**src/rtl/mc_control_fsm.sv**
```systemverilog
// ----------------------------------------------------------------------------
// mc_control_fsm
// Multi-cycle control unit for a small ARMv8-subset datapath. It sequences
// fetch, decode, R-type execute/writeback, LDUR/STUR address and memory
// phases, CBZ and B, and locks into a sticky FAULT state on an illegal opcode
// or when memory stalls longer than MAX_WAIT cycles.
//
// Optional feature: define PERF_CNT_EN to add the instr_count port, a 32-bit
// wrapping count of retired instructions.
//
// Ports
//   CLK          rising-edge clock
//   resetl       asynchronous active-low reset
//   Opcode[10:0] instruction bits [31:21]
//   Zero         ALU zero flag (used by CBZ)
//   MemReady     memory completes the requested access this cycle
//   IRWrite, PCWrite, MemRead, MemWrite, RegWrite   strobes
//   MemtoReg, Reg2Loc, ALUSrcB[1:0], ALUOp[1:0], PCSrc[1:0]   selects
//   Fault        sticky fault indicator
//   State[3:0]   current state code
//   instr_count  retired instructions (PERF_CNT_EN only)
// ----------------------------------------------------------------------------
module mc_control_fsm #(
   parameter int unsigned MAX_WAIT = 15
) (
   input  logic        CLK,
   input  logic        resetl,
   input  logic [10:0] Opcode,
   input  logic        Zero,
   input  logic        MemReady,
   output logic        IRWrite,
   output logic        PCWrite,
   output logic        MemRead,
   output logic        MemWrite,
   output logic        RegWrite,
   output logic        MemtoReg,
   output logic        Reg2Loc,
   output logic [1:0]  ALUSrcB,
   output logic [1:0]  ALUOp,
   output logic [1:0]  PCSrc,
   output logic        Fault,
   output logic [3:0]  State
`ifdef PERF_CNT_EN
   ,
   output logic [31:0] instr_count
`endif
);

   typedef enum logic [3:0] {
      S_FETCH  = 4'd0,
      S_DECODE = 4'd1,
      S_EXEC_R = 4'd2,
      S_WB_R   = 4'd3,
      S_ADDR   = 4'd4,
      S_MEM_RD = 4'd5,
      S_WB_LD  = 4'd6,
      S_MEM_WR = 4'd7,
      S_CBZ    = 4'd8,
      S_B      = 4'd9,
      S_FAULT  = 4'd10
   } state_t;

   typedef enum logic [2:0] {
      C_NONE  = 3'd0,
      C_RTYPE = 3'd1,
      C_LOAD  = 3'd2,
      C_STORE = 3'd3,
      C_CBZ   = 3'd4,
      C_B     = 3'd5
   } cls_t;

   localparam logic [7:0] MAX_WAIT_C = 8'(MAX_WAIT);

   state_t      state_q, state_d;
   cls_t        cls_q, cls_d;
   logic [7:0]  wait_q, wait_d;
   logic        fault_q, fault_d;
   // run_q holds every output quiet until the first clock edge after reset
   // release, so the fetch request cannot appear asynchronously with resetl.
   logic        run_q, run_d;
   logic        mem_wait;
`ifdef PERF_CNT_EN
   logic [31:0] cnt_q, cnt_d;
`endif

   function automatic cls_t decode_op(input logic [10:0] op);
      cls_t c;
      casez (op)
         11'b10001011000,
         11'b11001011000,
         11'b10001010000,
         11'b10101010000: c = C_RTYPE;
         11'b11111000010: c = C_LOAD;
         11'b11111000000: c = C_STORE;
         11'b10110100???: c = C_CBZ;
         11'b000101?????: c = C_B;
         default:         c = C_NONE;
      endcase
      return c;
   endfunction

   assign mem_wait = (state_q == S_FETCH) || (state_q == S_MEM_RD) ||
                     (state_q == S_MEM_WR);

   always_comb begin
      state_d = state_q;
      cls_d   = cls_q;
      wait_d  = wait_q;
      fault_d = fault_q;
      run_d   = 1'b1;
`ifdef PERF_CNT_EN
      cnt_d   = cnt_q;
`endif
      if (run_q) begin
         case (state_q)
            S_FETCH:  if (MemReady) state_d = S_DECODE;
            S_DECODE: begin
               cls_d = decode_op(Opcode);
               case (cls_d)
                  C_RTYPE:         state_d = S_EXEC_R;
                  C_LOAD, C_STORE: state_d = S_ADDR;
                  C_CBZ:           state_d = S_CBZ;
                  C_B:             state_d = S_B;
                  default:         state_d = S_FAULT;
               endcase
            end
            S_EXEC_R: state_d = S_WB_R;
            S_WB_R:   state_d = S_FETCH;
            S_ADDR:   state_d = (cls_q == C_STORE) ? S_MEM_WR : S_MEM_RD;
            S_MEM_RD: if (MemReady) state_d = S_WB_LD;
            S_WB_LD:  state_d = S_FETCH;
            S_MEM_WR: if (MemReady) state_d = S_FETCH;
            S_CBZ:    state_d = S_FETCH;
            S_B:      state_d = S_FETCH;
            default:  state_d = S_FAULT;
         endcase

         // A completing access in the limit cycle still wins over timeout.
         if (mem_wait && !MemReady) begin
            if (wait_q == MAX_WAIT_C) state_d = S_FAULT;
            else                      wait_d  = wait_q + 8'd1;
         end
         // Any state change clears the counter, covering entry to every
         // waiting state.
         if (state_d != state_q) wait_d = '0;
         if (state_d == S_FAULT) fault_d = 1'b1;
`ifdef PERF_CNT_EN
         // Only retiring states ever move into FETCH.
         if ((state_d == S_FETCH) && (state_q != S_FETCH)) cnt_d = cnt_q + 32'd1;
`endif
      end
   end

   always_ff @(posedge CLK or negedge resetl) begin
      if (!resetl) begin
         state_q <= S_FETCH;
         cls_q   <= C_NONE;
         wait_q  <= '0;
         fault_q <= 1'b0;
         run_q   <= 1'b0;
`ifdef PERF_CNT_EN
         cnt_q   <= '0;
`endif
      end else begin
         state_q <= state_d;
         cls_q   <= cls_d;
         wait_q  <= wait_d;
         fault_q <= fault_d;
         run_q   <= run_d;
`ifdef PERF_CNT_EN
         cnt_q   <= cnt_d;
`endif
      end
   end

   // Outputs decode the state flops; IRWrite/PCWrite also follow MemReady
   // and Zero within the cycle so strobes land on the completing cycle.
   always_comb begin
      IRWrite  = 1'b0;
      PCWrite  = 1'b0;
      MemRead  = 1'b0;
      MemWrite = 1'b0;
      RegWrite = 1'b0;
      MemtoReg = 1'b0;
      Reg2Loc  = 1'b0;
      ALUSrcB  = 2'b00;
      ALUOp    = 2'b00;
      PCSrc    = 2'b00;
      if (run_q) begin
         case (state_q)
            S_FETCH: begin
               MemRead = 1'b1;
               ALUSrcB = 2'b01;
               IRWrite = MemReady;
               PCWrite = MemReady;
            end
            S_EXEC_R: ALUOp = 2'b10;
            S_WB_R: begin
               ALUOp    = 2'b10;
               RegWrite = 1'b1;
            end
            S_ADDR: ALUSrcB = 2'b10;
            S_MEM_RD: begin
               MemRead = 1'b1;
               ALUSrcB = 2'b10;
            end
            S_WB_LD: begin
               RegWrite = 1'b1;
               MemtoReg = 1'b1;
            end
            S_MEM_WR: begin
               MemWrite = 1'b1;
               Reg2Loc  = 1'b1;
               ALUSrcB  = 2'b10;
            end
            S_CBZ: begin
               Reg2Loc = 1'b1;
               ALUOp   = 2'b01;
               PCSrc   = 2'b01;
               PCWrite = Zero;
            end
            S_B: begin
               PCWrite = 1'b1;
               PCSrc   = 2'b10;
            end
            default: ;
         endcase
      end
   end

   assign Fault = fault_q;
   assign State = state_q;
`ifdef PERF_CNT_EN
   assign instr_count = cnt_q;
`endif

endmodule

```
**config.mk**
```make
export PLATFORM = sky130hd
export DESIGN_NAME = mc_control_fsm
export DESIGN_NICKNAME = d
export VERILOG_FILES = /design/src/rtl/mc_control_fsm.sv
export SDC_FILE = /design/constraint.sdc
export NUM_CORES = 1
export LEC_CHECK = 0
export ABC_AREA = 1
export CELL_PAD_IN_SITES_DETAIL_PLACEMENT = 1
export CELL_PAD_IN_SITES_GLOBAL_PLACEMENT = 2
export CORE_MARGIN = 2
export CORE_UTILIZATION = 27
export DETAILED_ROUTE_END_ITERATION = 8
export GPL_TIMING_DRIVEN = 0
export HOLD_SLACK_MARGIN = 0.06
export PLACE_DENSITY = 0.8
export SYNTH_ARGS = -nofsm -noshare
export SYNTH_HDL_FRONTEND = slang
export SYNTH_SLANG_ARGS = --single-unit
```
**constraint.sdc**
```tcl
create_clock -name CLK -period 2.1 [get_ports CLK]
set_input_delay 0.315 -clock CLK [delete_from_list [all_inputs] [get_ports CLK]]
set_output_delay 0.315 -clock CLK [all_outputs]
set_load 0.005 [all_outputs]
```
-- After elaboration in Yosys (flattened, before gate mapping)
Index checks and enable logic that the tools add are counted.
- flip-flop bits (word level): 17
- eq/ne operators: 27
- add/subtract/negate cells: 1
- reduce and logical (&&, ||, !) cells: 17
- muxes and demuxes: 35
- operators by type and width (cell ; number):
    == test 11 bit, second input constant ; 6
    case mux 4 bit (7 select lines) ; 1
    two-way mux 4 bit ; 6
    two-way mux 8 bit ; 3
    == test 4 x 3 -> 1 bit, second input constant ; 4
    case mux 4 bit (4 select lines) ; 1
    case mux 3 bit (5 select lines) ; 1
    two-way mux 1 bit ; 13
    == test 4 bit, second input constant ; 3
    case mux 2 bit (2 select lines) ; 3
    OR reduction 2 bit ; 5
    == test 3 x 2 -> 1 bit, second input constant ; 3
    adder 8 x 1 -> 8 bit, second input constant ; 1
    == test 4 x 2 -> 1 bit, second input constant ; 2
    == test 8 x 4 -> 1 bit, second input constant ; 1
    == test 8 bit, second input constant ; 1
    two-way mux 2 bit ; 4
    OR reduction 4 bit ; 2
    == test 3 bit, second input constant ; 2
    == test 6 x 3 -> 1 bit, second input constant ; 1
    two-way mux 3 bit ; 2
    == test 4 x 1 -> 1 bit, second input constant ; 1
    logical NOT 4 bit ; 1
    inequality test 4 bit ; 1
    10 further kinds ; 12

-- Longest topological paths before layout
Gate-level depths: netlist of the first run.
- depth in word-level cells: 15
- depth in mapped cells: 19
- mapped depth without buffers: 19

-- Worst setup path before layout of the first run
Ideal clock, no wire load.
- path type: input port to flip-flop
- from: input Opcode[5]
- to: register wait_q[1]
- setup slack: -0.220 ns
- arrival time: 2.254 ns
- required time: 2.034 ns
- stages: 17
- cell sequence: inv_1 -> nor2_2 -> inv_1 -> o41ai_1 -> inv_1 -> ha_1 -> inv_1 -> nand2_1 -> nand3_1 -> nor2_1 -> nand2_2 -> xor2_1 -> inv_1 -> nand4_4 -> nand2_2 -> nand2_1 -> nand2_1
- word-level cells in the longest chain between the ends: 15
- ends and longest elaborated chain (item ; RTL line ; source):
    from (decl) ; 28 ; input logic [10:0] Opcode,
    == test 11 bit ; 88 ; casez (op)
    OR reduction 4 bit ; 88 ;
    case mux 3 bit (5 select lines) (*) ; 88 ;
    two-way mux 3 bit (*) ; 115 ; case (state_q)
    two-way mux 3 bit (*) ; 114 ; if (run_q) begin
    == test 3 x 2 -> 1 bit ; 119 ; case (cls_d)
    OR reduction 2 bit ; 119 ;
    case mux 4 bit (4 select lines) (*) ; 119 ;
    case mux 4 bit (7 select lines) (*) ; 115 ;
    two-way mux 4 bit ; 140 ; if (wait_q == MAX_WAIT_C) state_d = S_FAULT;
    two-way mux 4 bit (*) ; 139 ; if (mem_wait && !MemReady) begin
    two-way mux 4 bit (*) ; 114 ;
    inequality test 4 bit (*) ; 145 ; if (state_d != state_q) wait_d = '0;
    inequality test 2 x 1 -> 1 bit (no line) / nonzero test 2 bit (equally long branches) ; n/a ;
    AND reduction 3 bit (no line) ; n/a ;
    to (signal assigned) ; 167 ; wait_q <= wait_d;
    to (decl) ; 76 ; logic [7:0] wait_q, wait_d;
Every way passes the cells marked *; elsewhere a longest branch is shown, timed or not. The select of a mux whose other input is x is not followed.
A chain may end at the register's enable or synchronous reset.

-- Worst setup path in the final report of the first run
- from: input Opcode[7]
- to: register wait_q[0]
The elaborated chain is that of the path after synthesis.

==> results of run 1 <==
==> metrics by stage <==
step,power (mW),instances,setup slack (ns)
2_1_floorplan,1.12,230,-0.0822
3_3_place_gp,1.47,334,-1.06
3_5_place_dp,1.48,334,-1.08
4_1_cts,1.88,364,-0.105
5_1_grt,2.28,377,-0.189
6_report,2.11,377,-0.0104
==> state kept, by name (all words and copies together) (netlist names) <==
signal	cells
wait_q	8
State	4
cls_q	3
Fault	1
run_q	1
==> per-layer routing <==
layer	GRT usage	share of wire
met5	0	0
met4	0.0138	0.0011
met3	0.0136	0.024
met2	0.269	0.53
met1	0.188	0.45
==> final timing paths <==
kind	startpoint	to	slack, ns	cells after the start
max in group asynchronous	resetl	State[1]	1.05	1
worst max register to register	State[0]	wait_q[0]	0.05	16
worst min-delay path	Fault	Fault	0.49	1
worst max-delay path	Opcode[7]	wait_q[0]	-0.01	18
min in group asynchronous	resetl	wait_q[4]	0.51	1
worst min register to register	Fault	Fault	0.49	1
==> cell type report <==
| class | count | area share |
|---|---|---|
| Multi-Input combinational cell | 168 | 0.435 |
| Timing Repair Buffer | 71 | 0.256 |
| Sequential cell | 17 | 0.174 |
| Inverter | 42 | 0.0720 |
| Tap cell | 72 | 0.0365 |
| Clock buffer | 4 | 0.0183 |
| Buffer | 3 | 0.00811 |
==> power breakdown <==
group	switching [mW]	internal (mW)	leakage (nW)
registers	0.0656	0.384	0.222
clock network	0.111	0.135	0.0228
logic	0.736	0.683	1.04
==> logic make-up (layout without fill, tap and decap cells) <==
logic type                 Yosys count  after routing
AOI/OAI and AO/OA                   27             27
xor gates and xnor gates             8              8
adders and majority gates            5              5
buffers and inverters               45            120
DFF                                 17             17
muxes                                1              1
other                                1              1
and+or+nand+nor                    126            126
==> placed cells by master, fill, tap and decap left out, types with 2 or more instances in the layout <==
master and count:
clkbuf_8 3, dlymetal6s2s_1 6, nor2_1 24, buf_6 5, clkbuf_1 2, inv_1 24
dfrtp_2 3, o21ai_1 2, inv_2 13, nand2_1 43, xor2_1 5, nor3_2 2
buf_2 3, o21ai_0 7, a21oi_2 7, dlygate4sd2_1 3, nor2_2 5, nor2_4 11
xnor2_1 3, dfrtp_1 14, nand3_2 4, clkdlybuf4s50_1 15, nand3_1 13, a21oi_1 8
nand2_2 14, ha_1 4, buf_4 38, inv_4 3, nand4_1 4
==> repair_timing <==
item / CTS / global route
pin swaps: 15 / 14
gates resized for setup: 63 / 33
setup endpoints to repair: 27 / 17
setup buffers: 26 / 13
==> worst max-delay path: cells and delay by family <==
kind	cells	cell delay (ns)
simple gates	6	0.63
buf+inv	9	0.86
compound gates	3	0.49
==> results.yml, run 1 <==
worst_setup_path:
  startpoint_type: "input pin"
  path_cells: "buf_4 > inv_2 > nor2_4 > buf_4 > buf_4 > buf_4 > buf_4 > buf_4 > buf_4 > nand3_1 > o21ai_1 > nand3_1 > o21ai_2 > nand2_2 > nand2_2 > nand4_4 > buf_6 > a21oi_2"
  crit_type: "input pin to register"
  cp_max_fo: 4
  cp_slowest_cell: "o21ai_1"
  end_kind: "register"
  arrival_ns: 2.29
  path_common_cell: "buf_4"
  max_stage_delay_ns: 0.21
  required_ns: 2.28
global_route:
  first_global_vias: 1667
  grt_max_degree: 18
  grt_pass1_wl_microns: 7510
  grt_usage: 0.145
  grt.overflow.total: 0
  grt_antenna_before_repair: 0
synthesis:
  synthArstFlopShare: 1.00
  synth_seq_cells: 17
  synth_xor_area_frac: 0.0453
  synthFlopType: "dfrtp_1"
  ys_top_cells_by_count: "nand2_1, inv_1, nor2_1"
  yosysTopAreaCellShare: 0.275
  ys_seq_area_frac: 0.275
  synth.most_common_cell: "nand2_1"
  syn_nets: 250
  yosys.area.top_type: "dfrtp_1"
  synth_edf_count: 0
  yosys.area_share.adder: 0.0404
  ys_warn_count: 0
  yosysUniqueCellTypes: 32
  syn-cell-area_sq_mm: 0.00155
  synth_area_leaders: "dfrtp_1, nand2_1, inv_1"
  syn_area_per_cell_sq_um: 6.73
  synth-compound-area-share: 0.109
  synth_top_family_by_area: "simple AND/OR/NAND/NOR gates"
  syn_inst: 230
  synth_mux_area_frac: 0.00728
  synth_simple_gate_area_frac: 0.405
timing:
  relSlewSlack: 0.480
  worstMarginPinSlew_ns: 0.778
  clock_skew_ns: 0.00573
  slew_viol_final: 0
  fmax_mhz: 474
  period_needed_ns: 2.11
  fin_crit_sh: 1.00
  rsz0062_at_grt: "yes"
  worst_slack_ns: -0.0104
  hold_violations: 0
  final-setup-viol-count: 5
  holdWs_ns: 0.491
  tns_ns: -0.0141
finish:
  drive_gt1_frac: 0.407
  multi_input_area_sq_mm: 0.00107
  utilization: 0.448
  area_delta_synth_final_pct: 59.4
  final_cell_area_sq_mm: 0.00247
  diodes: 0
  nFillCells: 706
  regArea_sq_um: 429
  nets: 326
drt:
  wl_per_cell_microns: 12.2
  drt_pass1_iterations: 4
  antenna_left: 0
  dr.first_iter.drc_count: 22
  drt-total-wl_microns: 4590
  via_per_inst: 4.43
  vias: 1670
  drcViolationCount: 0
placed_design:
  port_buffers: 32
  gp_congestion: 0.785
  place_hpwl_microns: 3180
  placed_area_sq_mm: 0.00199
floorplan:
  ios: 33
  core_sq_mm: 0.00551
  start_util: 0.281
  rows: 27
  die_area_sq_mm: 0.00635
  die_x_microns: 79.7
  die_y_microns: 79.7
clock_network:
  clockBufferDepth: 2
  cts_inserted_buffers: 3
  htreeDepth: 1
  cts_sinks: 17
  cts_tree: "yes"
  clock_latency_ns: 0.25
  hold_buffers: 0
  root_buffer: "clkbuf_8"
  clkTransAtPathRegs_ns: 0.06
status:
  violations: "negative setup slack"
  status: "complete, but fails checks"
power:
  ir_drop_mv: 0.368
  power_leakage_nw: 1.29
  p_per_area_mw_per_mm2: 857
hold_path:
  hold_path_class: "register to register"
run:
  maxCapViolCount: 0
Note: power is estimated with default switching activity, not from simulation.
==> run 2: changes to the inputs <==
--- a/config.mk
+++ b/config.mk
@@ -13,7 +13,7 @@
 export DETAILED_ROUTE_END_ITERATION = 8
 export GPL_TIMING_DRIVEN = 0
 export HOLD_SLACK_MARGIN = 0.06
-export PLACE_DENSITY = 0.8
+export PLACE_DENSITY = 0.85
 export SYNTH_ARGS = -nofsm -noshare
 export SYNTH_HDL_FRONTEND = slang
 export SYNTH_SLANG_ARGS = --single-unit
==> results.yml, run 2 (synthesis results as in run 1) <==
finish:
  utilization: 0.424
  area_delta_synth_final_pct: 50.8
  drive_gt1_frac: 0.371
  largest-register: "wait_q"
  diodes: 0
  nets: 312
  regArea_sq_um: 429
  nFillCells: 705
  final_common_cell: "nand2_1"
  most-common-layout-cells: "nand2_1, inv_1, buf_4"
  largest_reg_flops: 8
  multi_input_area_sq_mm: 0.00106
worst_setup_path:
  cp_max_fo: 8
  max_stage_delay_ns: 0.37
  arrival_ns: 2.33
  r2r-start: "State[0]"
  required_ns: 2.29
  path_cells: "buf_8 > nor2_4 > inv_2 > o41ai_4 > inv_1 > ha_1 > inv_1 > nand2_1 > nand3_2 > nor2_2 > nand2_2 > xor2_1 > inv_1 > nand4_4 > nand2_2 > nand2_1 > nand2_1"
  startpoint_type: "input pin"
  end_kind: "register"
  crit_type: "input pin to register"
  crit_start: "Opcode[9]"
  cp_slowest_cell: "o41ai_4"
drt:
  antenna_left: 0
  drt_pass1_iterations: 4
  wl_per_cell_microns: 12.1
  dr.first_iter.drc_count: 67
  drt-total-wl_microns: 4380
  via_per_inst: 4.51
  drcViolationCount: 0
  vias: 1636
floorplan:
  die_x_microns: 79.7
  ios: 33
  die_y_microns: 79.7
  core_sq_mm: 0.00551
  start_util: 0.281
  rows: 27
  die_area_sq_mm: 0.00635
power:
  p_seq_frac: 0.233
  intPower_mw: 1.05
  switchingPower_mw: 0.866
  p_per_area_mw_per_mm2: 823
  power_leakage_nw: 1.15
  ir_drop_mv: 0.416
  p_comb_frac: 0.640
  power.clock.fraction: 0.128
  p_sw_frac: 0.451
placed_design:
  place_hpwl_microns: 3280
  port_buffers: 32
  gp_congestion: 0.717
  place_ws_ns: -1.11
global_route:
  grt_pass1_wl_microns: 7770
  first_global_vias: 1719
  grt.overflow.total: 0
  grt_usage: 0.152
  grt_antenna_before_repair: 0
  grt_max_degree: 18
clock_network:
  hold_buffers: 0
  clkTransAtPathRegs_ns: 0.07
  root_buffer: "clkbuf_8"
  clock_latency_ns: 0.25
  cts_sinks: 17
  cts_tree: "yes"
  htreeDepth: 1
  clockBufferDepth: 2
  cts_inserted_buffers: 3
status:
  violations: "negative setup slack"
  status: "complete, but fails checks"
timing:
  worst_slack_ns: -0.0397
  worstMarginPinSlew_ns: 0.781
  fin_crit_sh: 1.02
  final-setup-viol-count: 10
  period_needed_ns: 2.14
  clock_skew_ns: 0.00628
  slew_viol_final: 0
  relSlewSlack: 0.478
  rsz0062_at_grt: "yes"
  hold_violations: 0
  fmax_mhz: 467
run:
  maxCapViolCount: 0
hold_path:
  hold_path_class: "input pin to async pin"
run 2: changes by cell type in the layout (fill, tap and decap cells not counted), sizes merged:
cell	change
clkinv	+2
buf	-14
clkbuf	-1
clkdlybuf4s50	+5
dlymetal6s2s	-4
dlygate4sd2	-1
inv	-1
run 2: layer usage:
layer / vias up / routed length, microns / GRT usage
met1: 767 / 1930 / 0.182
met2: 27 / 2320 / 0.294
met3: 4 / 118 / 0.0181
met5: - / 0 / 0
met4: 0 / 18 / 0.0207
li1: 838 / - / -
run 2: path summary, 6_finish.rpt:
kind / cells past startpoint / endpoint / slack [ns]
worst max-delay path: 17 / wait_q[1] / -0.04
worst min-delay path: 1 / wait_q[5] / 0.51
worst max register to register: 11 / wait_q[7] / 0.10
worst min register to register: 2 / cls_q[1] / 0.51
max in group asynchronous: 1 / State[2] / 1.05
min in group CLK: 2 / cls_q[1] / 0.51
run 2: metrics by stage:
step	cell area [sq um]	TNS [ns]	instances	hold slack, ns	power (mW)
4_1_cts	2280	-0.0792	361	0.511	1.86
5_1_grt	2330	-2.30	363	0.534	2.08
6_report	2330	-0.179	363	0.507	1.92
2_1_floorplan	1580	-0.408	230	0.0194	1.12
3_3_place_gp	1990	-11.51	334	0.481	1.46
3_5_place_dp	1990	-12.09	334	0.495	1.47
run 2: final cells by class:
type	instances	share of cell area
Buffer	3	0.00858
Clock buffer	3	0.0177
Clock inverter	1	0.00214
Inverter	42	0.0761
Multi-Input combinational cell	168	0.453
Sequential cell	17	0.184
Tap cell	72	0.0386
Timing Repair Buffer	57	0.220
run 2: power by group through the flow:
stage | Combinational [mW] | Sequential (mW) | Clock (mW)
after floorplan | 0.684 | 0.439 | 0
after detailed placement | 1.02 | 0.454 | 0
after global placement | 1.01 | 0.452 | 0
after CTS | 1.17 | 0.445 | 0.249
final | 1.23 | 0.447 | 0.245
after global routing | 1.36 | 0.455 | 0.269
run 2: what timing repair did:
item | in CTS | in global routing
endpoints found under the setup margin | 27 | 20
pin swaps | 14 | 4
gates resized for setup | 69 | 15
setup buffers | 23 | 2
run 2: critical path: cells and delay by family:
kind | cells | cell delay, ns
XOR/XNOR | 1 | 0.14
buffers and inverters | 5 | 0.41
AO/OA/AOI/OAI | 1 | 0.37
AND/OR/NAND/NOR | 9 | 0.80
adder cells (fa/ha/maj) | 1 | 0.29
==> run 3: changes to the inputs <==
--- a/config.mk
+++ b/config.mk
@@ -7,13 +7,13 @@
 export LEC_CHECK = 0
 export ABC_AREA = 1
 export CELL_PAD_IN_SITES_DETAIL_PLACEMENT = 1
-export CELL_PAD_IN_SITES_GLOBAL_PLACEMENT = 2
+export CELL_PAD_IN_SITES_GLOBAL_PLACEMENT = 1
 export CORE_MARGIN = 2
-export CORE_UTILIZATION = 27
+export CORE_UTILIZATION = 36
 export DETAILED_ROUTE_END_ITERATION = 8
 export GPL_TIMING_DRIVEN = 0
-export HOLD_SLACK_MARGIN = 0.06
-export PLACE_DENSITY = 0.85
+export HOLD_SLACK_MARGIN = 0.03
+export PLACE_DENSITY = 0.86
 export SYNTH_ARGS = -nofsm -noshare
 export SYNTH_HDL_FRONTEND = slang
 export SYNTH_SLANG_ARGS = --single-unit
==> results.yml, run 3 (synthesis results as in run 1) <==
timing:
  rsz0062_at_grt: "yes"
  fin_crit_sh: 1.07
  clock_skew_ns: 0.00165
  fmax_mhz: 446
  slew_viol_final: 0
  worst_slack_ns: -0.143
  relSlewSlack: 0.478
  period_needed_ns: 2.24
  holdWs_ns: 0.488
  final-setup-viol-count: 10
  hold_violations: 0
  worstMarginPinSlew_ns: 0.781
floorplan:
  die_x_microns: 69.6
  die_y_microns: 69.6
  ios: 33
  rows: 23
  core_sq_mm: 0.00406
  start_util: 0.381
  die_area_sq_mm: 0.00484
worst_setup_path:
  end_kind: "register"
  arrival_ns: 2.43
  startpoint_type: "input pin"
  crit_type: "input pin to register"
  cp_max_fo: 8
  critPathTopFamily: "simple AND/OR/NAND/NOR gates"
  required_ns: 2.29
  path_cells: "buf_8 > nor2_4 > inv_2 > o41ai_4 > inv_2 > ha_4 > inv_2 > nand2_2 > nand3_2 > nor2_2 > nand2_2 > xor2_1 > inv_1 > nand4_4 > nand2_2 > nand2_1 > nand2_1"
  max_stage_delay_ns: 0.44
  cp_slowest_cell: "o41ai_4"
  cp.buffers_inverters: 5
placed_design:
  gp_congestion: 0.826
  port_buffers: 32
  place_ws_ns: -1.14
  place_hpwl_microns: 3140
global_route:
  grt_antenna_before_repair: 0
  grt_usage: 0.208
  grt.busiest_layer: "met2"
  grt.overflow.total: 0
  met2_usage: 0.388
  first_global_vias: 1770
  grt_pass1_wl_microns: 8230
  use_met3: 0.0247
  grt_max_degree: 18
  grt_use_met1: 0.253
drt:
  drcViolationCount: 0
  via_per_inst: 4.88
  vias: 1682
  dr.first_iter.drc_count: 60
  drt-total-wl_microns: 5040
  wl_per_cell_microns: 14.6
  antenna_left: 0
  drt_pass1_iterations: 4
clock_network:
  clock_latency_ns: 0.25
  clockBufferDepth: 2
  cts_tree: "yes"
  cts_sinks: 17
  clkTransAtPathRegs_ns: 0.06
  cts_inserted_buffers: 3
  hold_buffers: 0
  root_buffer: "clkbuf_8"
  htreeDepth: 1
finish:
  regArea_sq_um: 430
  area_delta_synth_final_pct: 51.4
  diodes: 0
  largest-register: "wait_q"
  most-common-layout-cells: "nand2_1, buf_4, nor2_1"
  drive_gt1_frac: 0.390
  nets: 316
  final_common_cell: "nand2_1"
  largest_reg_flops: 8
  multi_input_area_sq_mm: 0.00105
  nFillCells: 530
power:
  p_per_area_mw_per_mm2: 830
  power_leakage_nw: 1.24
  ir_drop_mv: 0.453
run:
  maxCapViolCount: 0
hold_path:
  hold_path_class: "register to register"
status:
  violations: "negative setup slack"
  status: "complete, but fails checks"
[run 3: path summary, 6_finish.rpt]
path,from,to,slack (ns),cells after the start
max,Opcode[9],wait_q[1],-0.14,17
min,cls_q[1],cls_q[1],0.49,2
max reg2reg,wait_q[0],wait_q[1],0.06,13
min reg2reg,cls_q[1],cls_q[1],0.49,2
max in group asynchronous,resetl,State[1],1.04,1
min in group asynchronous,resetl,wait_q[2],0.52,1
[run 3: final cells by class]
class                      instances  share of cell area
buffer                             3             0.00854
clock buffer                       4              0.0192
inverter                          42              0.0785
multi-input combinational        168               0.448
sequential                        17               0.184
tap                               50              0.0267
timing repair buffer              61               0.235
[run 3: what timing repair did]
action | 4_1_cts | 5_1_grt
setup endpoints to repair | 27 | 19
gates resized for setup | 64 | 24
pin swaps | 17 | 15
buffers inserted | 22 | 7
[run 3: routing by layer]
layer,wire (microns),vias up
met5,0,-
li1,-,842
met2,2800,37
met1,1970,793
met4,93,0
met3,168,10
[run 3: report_power, final]
part	leakage [nW]	total [mW]	internal (mW)	switching (mW)
sequential	0.221	0.451	0.384	0.0666
combinational	0.994	1.25	0.537	0.714
clock	0.0228	0.243	0.135	0.108
[run 3: per-stage QoR]
stage / std cells / setup TNS (ns) / cell area (sq um) / power [mW] / utilization
after floorplan: 230 / -0.408 / 1580 / 1.12 / -
after global placement: 312 / -11.58 / 1960 / 1.44 / 0.483
after detailed placement: 312 / -12.46 / 1960 / 1.47 / 0.483
after CTS: 338 / -0.499 / 2240 / 1.82 / 0.551
after global routing: 345 / -2.05 / 2340 / 2.09 / 0.578
final: 345 / -0.801 / 2340 / 1.94 / 0.578
[run 3: tightest hold or removal path, cell delays in order, from the launching register on]
cell     delay [ns]
dfrtp_1        0.34
nand2_1        0.05
o21ai_0        0.06
